File: src/rtl/wallace_mul_pipe.sv
// rtl/wallace_mul_pipe.sv - two-stage radix-4 Booth / Wallace-tree pipelined multiplier
//
// Shared MUL unit: signed or unsigned WIDTH x WIDTH -> 2*WIDTH product with
// valid/ready handshake on both sides and a tag sideband.
// Stage 1 does Booth encoding and the first ceil(L/2) carry-save levels.
// Stage 2 does the remaining levels plus the carry-propagate adder.
//
// Ports:
//   mul_clk, reset              clock, asynchronous active-high reset
//   flush                       (only with MUL_FLUSH_EN) kill all in-flight ops
//   in_valid/in_ready           request handshake
//   in_signed, in_x, in_y       operands (both signed when in_signed=1)
//   in_tag                      sideband returned with the result
//   out_valid/out_ready         result handshake
//   out_result, out_tag         full product and its tag
//   busy                        any stage holds a valid operation
//
// Optional feature macro: MUL_FLUSH_EN (adds the flush input).
module wallace_mul_pipe #(
    parameter int WIDTH = 32,
    parameter int TAG_W = 5
) (
    input  logic               mul_clk,
    input  logic               reset,
`ifdef MUL_FLUSH_EN
    input  logic               flush,
`endif
    input  logic               in_valid,
    output logic               in_ready,
    input  logic               in_signed,
    input  logic [WIDTH-1:0]   in_x,
    input  logic [WIDTH-1:0]   in_y,
    input  logic [TAG_W-1:0]   in_tag,
    output logic               out_valid,
    input  logic               out_ready,
    output logic [2*WIDTH-1:0] out_result,
    output logic [TAG_W-1:0]   out_tag,
    output logic               busy
);
    localparam int P   = 2 * WIDTH;
    localparam int NPP = WIDTH / 2 + 1;
    localparam int EW  = WIDTH + 2;

    function automatic int next_rows(input int n);
        return (n / 3) * 2 + n % 3;
    endfunction

    function automatic int rows_at(input int lv);
        int n;
        n = NPP;
        for (int i = 0; i < lv; i++) n = next_rows(n);
        return n;
    endfunction

    function automatic int count_levels();
        int n;
        int l;
        n = NPP;
        l = 0;
        while (n > 2) begin
            n = next_rows(n);
            l++;
        end
        return l;
    endfunction

    localparam int NLVL = count_levels();
    localparam int CUT  = (NLVL + 1) / 2;
    localparam int NC   = rows_at(CUT);

    logic flush_w;
`ifdef MUL_FLUSH_EN
    assign flush_w = flush;
`else
    assign flush_w = 1'b0;
`endif

    // Handshake
    logic s1_valid_q, s1_valid_d;
    logic s2_valid_q, s2_valid_d;
    logic s1_adv, s2_adv, s1_load, s2_load;

    assign s2_adv   = !s2_valid_q || out_ready;
    assign s1_adv   = !s1_valid_q || s2_adv;
    assign in_ready = s1_adv && !flush_w;
    assign s1_load  = in_valid && in_ready;
    assign s2_load  = s1_valid_q && s2_adv;

    always_comb begin
        s1_valid_d = s1_adv ? s1_load : s1_valid_q;
        s2_valid_d = s2_adv ? s1_valid_q : s2_valid_q;
        if (flush_w) begin
            s1_valid_d = 1'b0;
            s2_valid_d = 1'b0;
        end
    end

    // Booth partial products. Operands get two extra bits so unsigned values
    // stay positive under the signed radix-4 recoding.
    logic [EW-1:0] x_ext, y_ext;
    logic [P-1:0]  x_p;
    assign x_ext = in_signed ? {{2{in_x[WIDTH-1]}}, in_x} : {2'b00, in_x};
    assign y_ext = in_signed ? {{2{in_y[WIDTH-1]}}, in_y} : {2'b00, in_y};
    assign x_p   = {{(P-EW){x_ext[EW-1]}}, x_ext};

    // lvl[k] holds the rows after k carry-save levels; unused slots are zero.
    logic [P-1:0] lvl [0:NLVL][0:NPP-1];
    logic [P-1:0] tin [0:NLVL-1][0:NPP-1];
    logic [P-1:0] rows_q [0:NC-1];

    for (genvar i = 0; i < NPP; i++) begin : g_booth
        logic [2:0]   grp;
        logic [P-1:0] mag;
        logic [P-1:0] pp;
        if (i == 0) begin : g_first
            assign grp = {y_ext[1:0], 1'b0};
        end else begin : g_rest
            assign grp = y_ext[2*i+1 : 2*i-1];
        end
        always_comb begin
            case (grp)
                3'b001, 3'b010, 3'b101, 3'b110: mag = x_p;
                3'b011, 3'b100:                 mag = x_p << 1;
                default:                        mag = '0;
            endcase
            pp = grp[2] ? (~mag + P'(1)) : mag;
        end
        assign lvl[0][i] = pp << (2 * i);
    end

    // Wallace levels: rows grouped in threes through 3:2 compressors, leftovers
    // pass straight through. Level CUT reads the pipeline registers instead.
    for (genvar lv = 0; lv < NLVL; lv++) begin : g_lvl
        localparam int N = rows_at(lv);
        localparam int G = N / 3;
        localparam int R = N % 3;
        for (genvar r = 0; r < NPP; r++) begin : g_src
            if (lv == CUT) begin : g_reg
                if (r < NC) begin : g_live
                    assign tin[lv][r] = rows_q[r];
                end else begin : g_dead
                    assign tin[lv][r] = '0;
                end
            end else begin : g_comb
                assign tin[lv][r] = lvl[lv][r];
            end
        end
        for (genvar g = 0; g < G; g++) begin : g_csa
            logic [P-1:0] a, b, c;
            assign a = tin[lv][3*g];
            assign b = tin[lv][3*g+1];
            assign c = tin[lv][3*g+2];
            assign lvl[lv+1][2*g]   = a ^ b ^ c;
            assign lvl[lv+1][2*g+1] = ((a & b) | (a & c) | (b & c)) << 1;
        end
        for (genvar r = 0; r < R; r++) begin : g_pass
            assign lvl[lv+1][2*G+r] = tin[lv][3*G+r];
        end
        for (genvar r = 2*G+R; r < NPP; r++) begin : g_zero
            assign lvl[lv+1][r] = '0;
        end
    end

    // Final carry-propagate adder. With a single tree level the whole tree
    // sits in stage 1 and stage 2 is only the adder.
    logic [P-1:0] sum_w;
    if (CUT == NLVL) begin : g_fin_reg
        assign sum_w = rows_q[0] + rows_q[1];
    end else begin : g_fin_tree
        assign sum_w = lvl[NLVL][0] + lvl[NLVL][1];
    end

    logic [TAG_W-1:0] tag1_q, tag2_q;
    logic [P-1:0]     result_q;

    always_ff @(posedge mul_clk or posedge reset) begin
        if (reset) begin
            s1_valid_q <= 1'b0;
            s2_valid_q <= 1'b0;
            tag1_q     <= '0;
            tag2_q     <= '0;
            result_q   <= '0;
            for (int r = 0; r < NC; r++) rows_q[r] <= '0;
        end else begin
            s1_valid_q <= s1_valid_d;
            s2_valid_q <= s2_valid_d;
            if (s1_load) begin
                for (int r = 0; r < NC; r++) rows_q[r] <= lvl[CUT][r];
                tag1_q <= in_tag;
            end
            if (s2_load) begin
                result_q <= sum_w;
                tag2_q   <= tag1_q;
            end
        end
    end

    assign out_valid  = s2_valid_q;
    assign out_result = result_q;
    assign out_tag    = tag2_q;
    assign busy       = s1_valid_q || s2_valid_q;

endmodule

File: config.mk
export PLATFORM = sky130hd
export DESIGN_NAME = wallace_mul_pipe
export DESIGN_NICKNAME = d
export VERILOG_FILES = /design/src/rtl/wallace_mul_pipe.sv
export SDC_FILE = /design/constraint.sdc
export NUM_CORES = 2
export LEC_CHECK = 0
export ABC_AREA = 1
export BUFFER_PORTS_ARGS = -buffer_cell sky130_fd_sc_hd__clkbuf_2
export CELL_PAD_IN_SITES_DETAIL_PLACEMENT = 1
export CELL_PAD_IN_SITES_GLOBAL_PLACEMENT = 2
export CORE_AREA = 10 10 426 386
export DETAILED_ROUTE_END_ITERATION = 10
export DIE_AREA = 0 0 436 396
export MAX_ROUTING_LAYER = met4
export PLACE_DENSITY = 0.77
export SLEW_MARGIN = 20
export SYNTH_ARGS = -nofsm -noshare
export SYNTH_HDL_FRONTEND = slang
export SYNTH_SLANG_ARGS = --single-unit
File: constraint.sdc
create_clock -name mul_clk -period 13.11 [get_ports mul_clk]
set_input_delay 3.2775 -clock mul_clk [delete_from_list [all_inputs] [get_ports mul_clk]]
set_output_delay 3.2775 -clock mul_clk [all_outputs]
set_load 0.01 [all_outputs]
==> metrics <==
Async S/R FF share, synth 100%; Arr. time, crit path 10.45 ns; hold path cells 2; CTS tree built; largest family of logic cells by synthesized area adder cells; Initial Utilization 34.9%; Routed Antenna Nets 0; Core ar. 0.155 mm2; total wire length 252,000 um; Initial DRC Count 5,086; routed vias/inst 5.47; Cell Rows 137; critical path's slowest cell inv_1; mux share of post-synthesis cell area 0%; Worst Tran Pin Value 1.22 ns; worst-skew pair later-pin latency 0.61 ns; Critical Path Most Common Cell inv_1; chip width 436 um; synthesized net count 8,201; Synth cell types 68; Worst Setup Start Kind primary input; clk buf depth 3; fin crit share 75.6%; postcts setup bufs 0; I/O pin total 146; post-cts sizing count 0; gp weighted congestion 0.994; R2R Setup Slk 7.85 ns; Total Routing Usage GR 29.1%; count of state elements after synthesis 365; FF-to-FF End out_result[61]$_DFFE_PP0P_; Finished Layout Cells 9,300; final net count 8,092; final setup violating endpoints 0; die area 0.173 mm2; vias in the first global route 51,700; Slew HR 18.9%; Core Util, Final 37.1%; CTS clk-pin slew, worst paths 0.06 ns; first-pass GRT wire length 364,000 um; Mean Syn Cell Area 7.42 um2; clock sink count 365; Post-Syn Instances 7,290; DR DRC count 0; synthesized cell area 0.0541 mm2; Hold Startpoint tag1_q[2]$_DFFE_PP0P_; Hold Path Class reg -> reg; CP Max Fanout 25; drt pass-1 iters 6; # port buffers 145; Seq/Total Area, Yosys 16.9%; RSZ-0062 raised after global routing no; Main synth FF type dfrtp_1; Overflow after GRT 0; CTS H-tree lvls 2; Post-Synth Adder-Cell Area 28.6%; CTS buffer count 43; Setup TNS Final 0 ns; Reg-to-Reg Start g_lvl[3].g_csa[0].c[40]$_DFFE_PP0P_; DR WL/cell 27.1 um; largest net degree at the start of global routing 173; Synth Area in XOR/XNOR 8.78%; max frequency 101 MHz; final hold violations 0; final hold slack 0.475 ns; status complete, no violations; Synth Area in Simple Gates 21.7%; layout cells sized above 1 7.06%; worst reg-to-reg path cell count 20; max-slew violations 0; Inst Count DP 9,221; synth warn 0; DR vias 50,900; Req. time, crit path 13.65 ns; Slowest Stage Delay on Critical Path 0.64 ns; crit path kind in -> reg; Post-CTS Hold Fix Bufs 0; Endpoint, Worst Hold out_tag[2]$_DFFE_PP0P_; Post-synth EDFFs 0; root buf cell clkbuf_16; Die Ht 396 um; Max Clock Skew 0.0398 ns; initial antenna violation count 7; HPWL after detailed placement 200,000 um; Compound-Gate Fraction of Synth Area 12.1%; Max Cap Viol 0; synth-to-layout area growth 6.41%; critical path endpoint category flop; crit path time final 9.91 ns
layer usage:
layer	vias to the layer above	wire, um	track usage (%)
li1	22400	-	-
met1	26000	120000	43.3
met2	2215	98000	39.0
met3	291	26300	6.73
met4	0	7490	7.37
met5	-	0	-
registers in the layout (all words and copies together) (netlist names):
register and cells:
s1_valid_q 1, out_result 64, g_lvl.g_csa.b 96, g_lvl.g_csa.c 84
tag1_q 5, g_lvl.g_csa.a 109, out_tag 5, out_valid 1
Yosys cell counts, drive strengths merged, types with 7 or more instances:
cell    number  area, um2
nand2     1775       6820
inv       1243       4670
nor2       723       2840
fa         667      13400
o22ai      391       2510
o21ai      371       1890
dfrtp      365       9130
xor2       350       3070
buf        194       1140
xnor2      192       1680
a21oi      182        930
ha         170       2130
clkbuf     150        563
nand3      143        741
nor3        82        512
a31oi       54        338
nand4       52        400
o31ai       37        293
or2         35        219
a22oi       27        226
nor4        19        131
clkinv      12       47.6
o21bai      10       78.8
o41ai        8       77.6
o21a         7       52.6
per-stage QoR:
| step | setup WS (ns) | cell area, um2 |
|---|---|---|
| floorplan | 4.94 | 54100 |
| global placement | 2.94 | 56100 |
| detailed placement | 2.84 | 56100 |
| CTS | 3.47 | 57500 |
| global route | 2.90 | 57600 |
| finish | 3.20 | 57600 |
layout make-up:
type	instances	area (um2)
antenna	6	15.0
timing repair buffer	190	1090
multi-input combinational	5326	38600
inverter	1255	4730
tap	2085	2610
sequential	365	9130
clock inverter	13	165
clock buffer	60	1240
fill	19300	97400
critical path: cells and delay by family:
kind / cells / cell delay, ns
adders and majority gates: 5 / 2.31
and+or+nand+nor: 11 / 2.33
AOI/OAI and AO/OA: 1 / 0.16
buffers and inverters: 10 / 2.29
cell families (layout without fill, tap and decap cells):
kind of cell	after synthesis	in the layout
and+or+nand+nor	2841	2841
buffers and inverters	1599	1518
other	0	6
adders and majority gates	837	837
xor gates and xnor gates	542	542
AOI/OAI and AO/OA	1106	1106
DFF	365	365
worst max path at each step:
| stage | depth (start not counted) | slack (ns) | to | from |
|---|---|---|---|---|
| detailed placement | 27 | 2.84 | g_lvl[3].g_csa[0].a[50]$_DFFE_PP0P_ | in_y[11] |
| global route | 27 | 2.90 | g_lvl[3].g_csa[0].a[50]$_DFFE_PP0P_ | in_y[11] |
| floorplan | 1 | 4.94 | g_lvl[3].g_csa[0].a[0]$_DFFE_PP0P_ | reset |
| finish | 27 | 3.20 | g_lvl[3].g_csa[0].a[50]$_DFFE_PP0P_ | in_y[11] |
| global placement | 27 | 2.94 | g_lvl[3].g_csa[0].a[50]$_DFFE_PP0P_ | in_y[11] |
| CTS | 27 | 3.47 | g_lvl[3].g_csa[0].a[50]$_DFFE_PP0P_ | in_y[11] |
cell usage in the layout, fill, tap and decap left out, drive strengths merged, types with 37 or more instances in the layout:
cell type,count
a21oi,182
a31oi,54
buf,45
clkbuf,205
dfrtp,365
fa,667
ha,170
inv,1249
nand2,1775
nand3,143
nand4,52
nor2,723
nor3,82
o21ai,371
o22ai,391
o31ai,37
xnor2,192
xor2,350
Power is left out: the tool's default activity adds up to more than one toggle a clock period on the data nets, which glitch-free logic cannot reach.
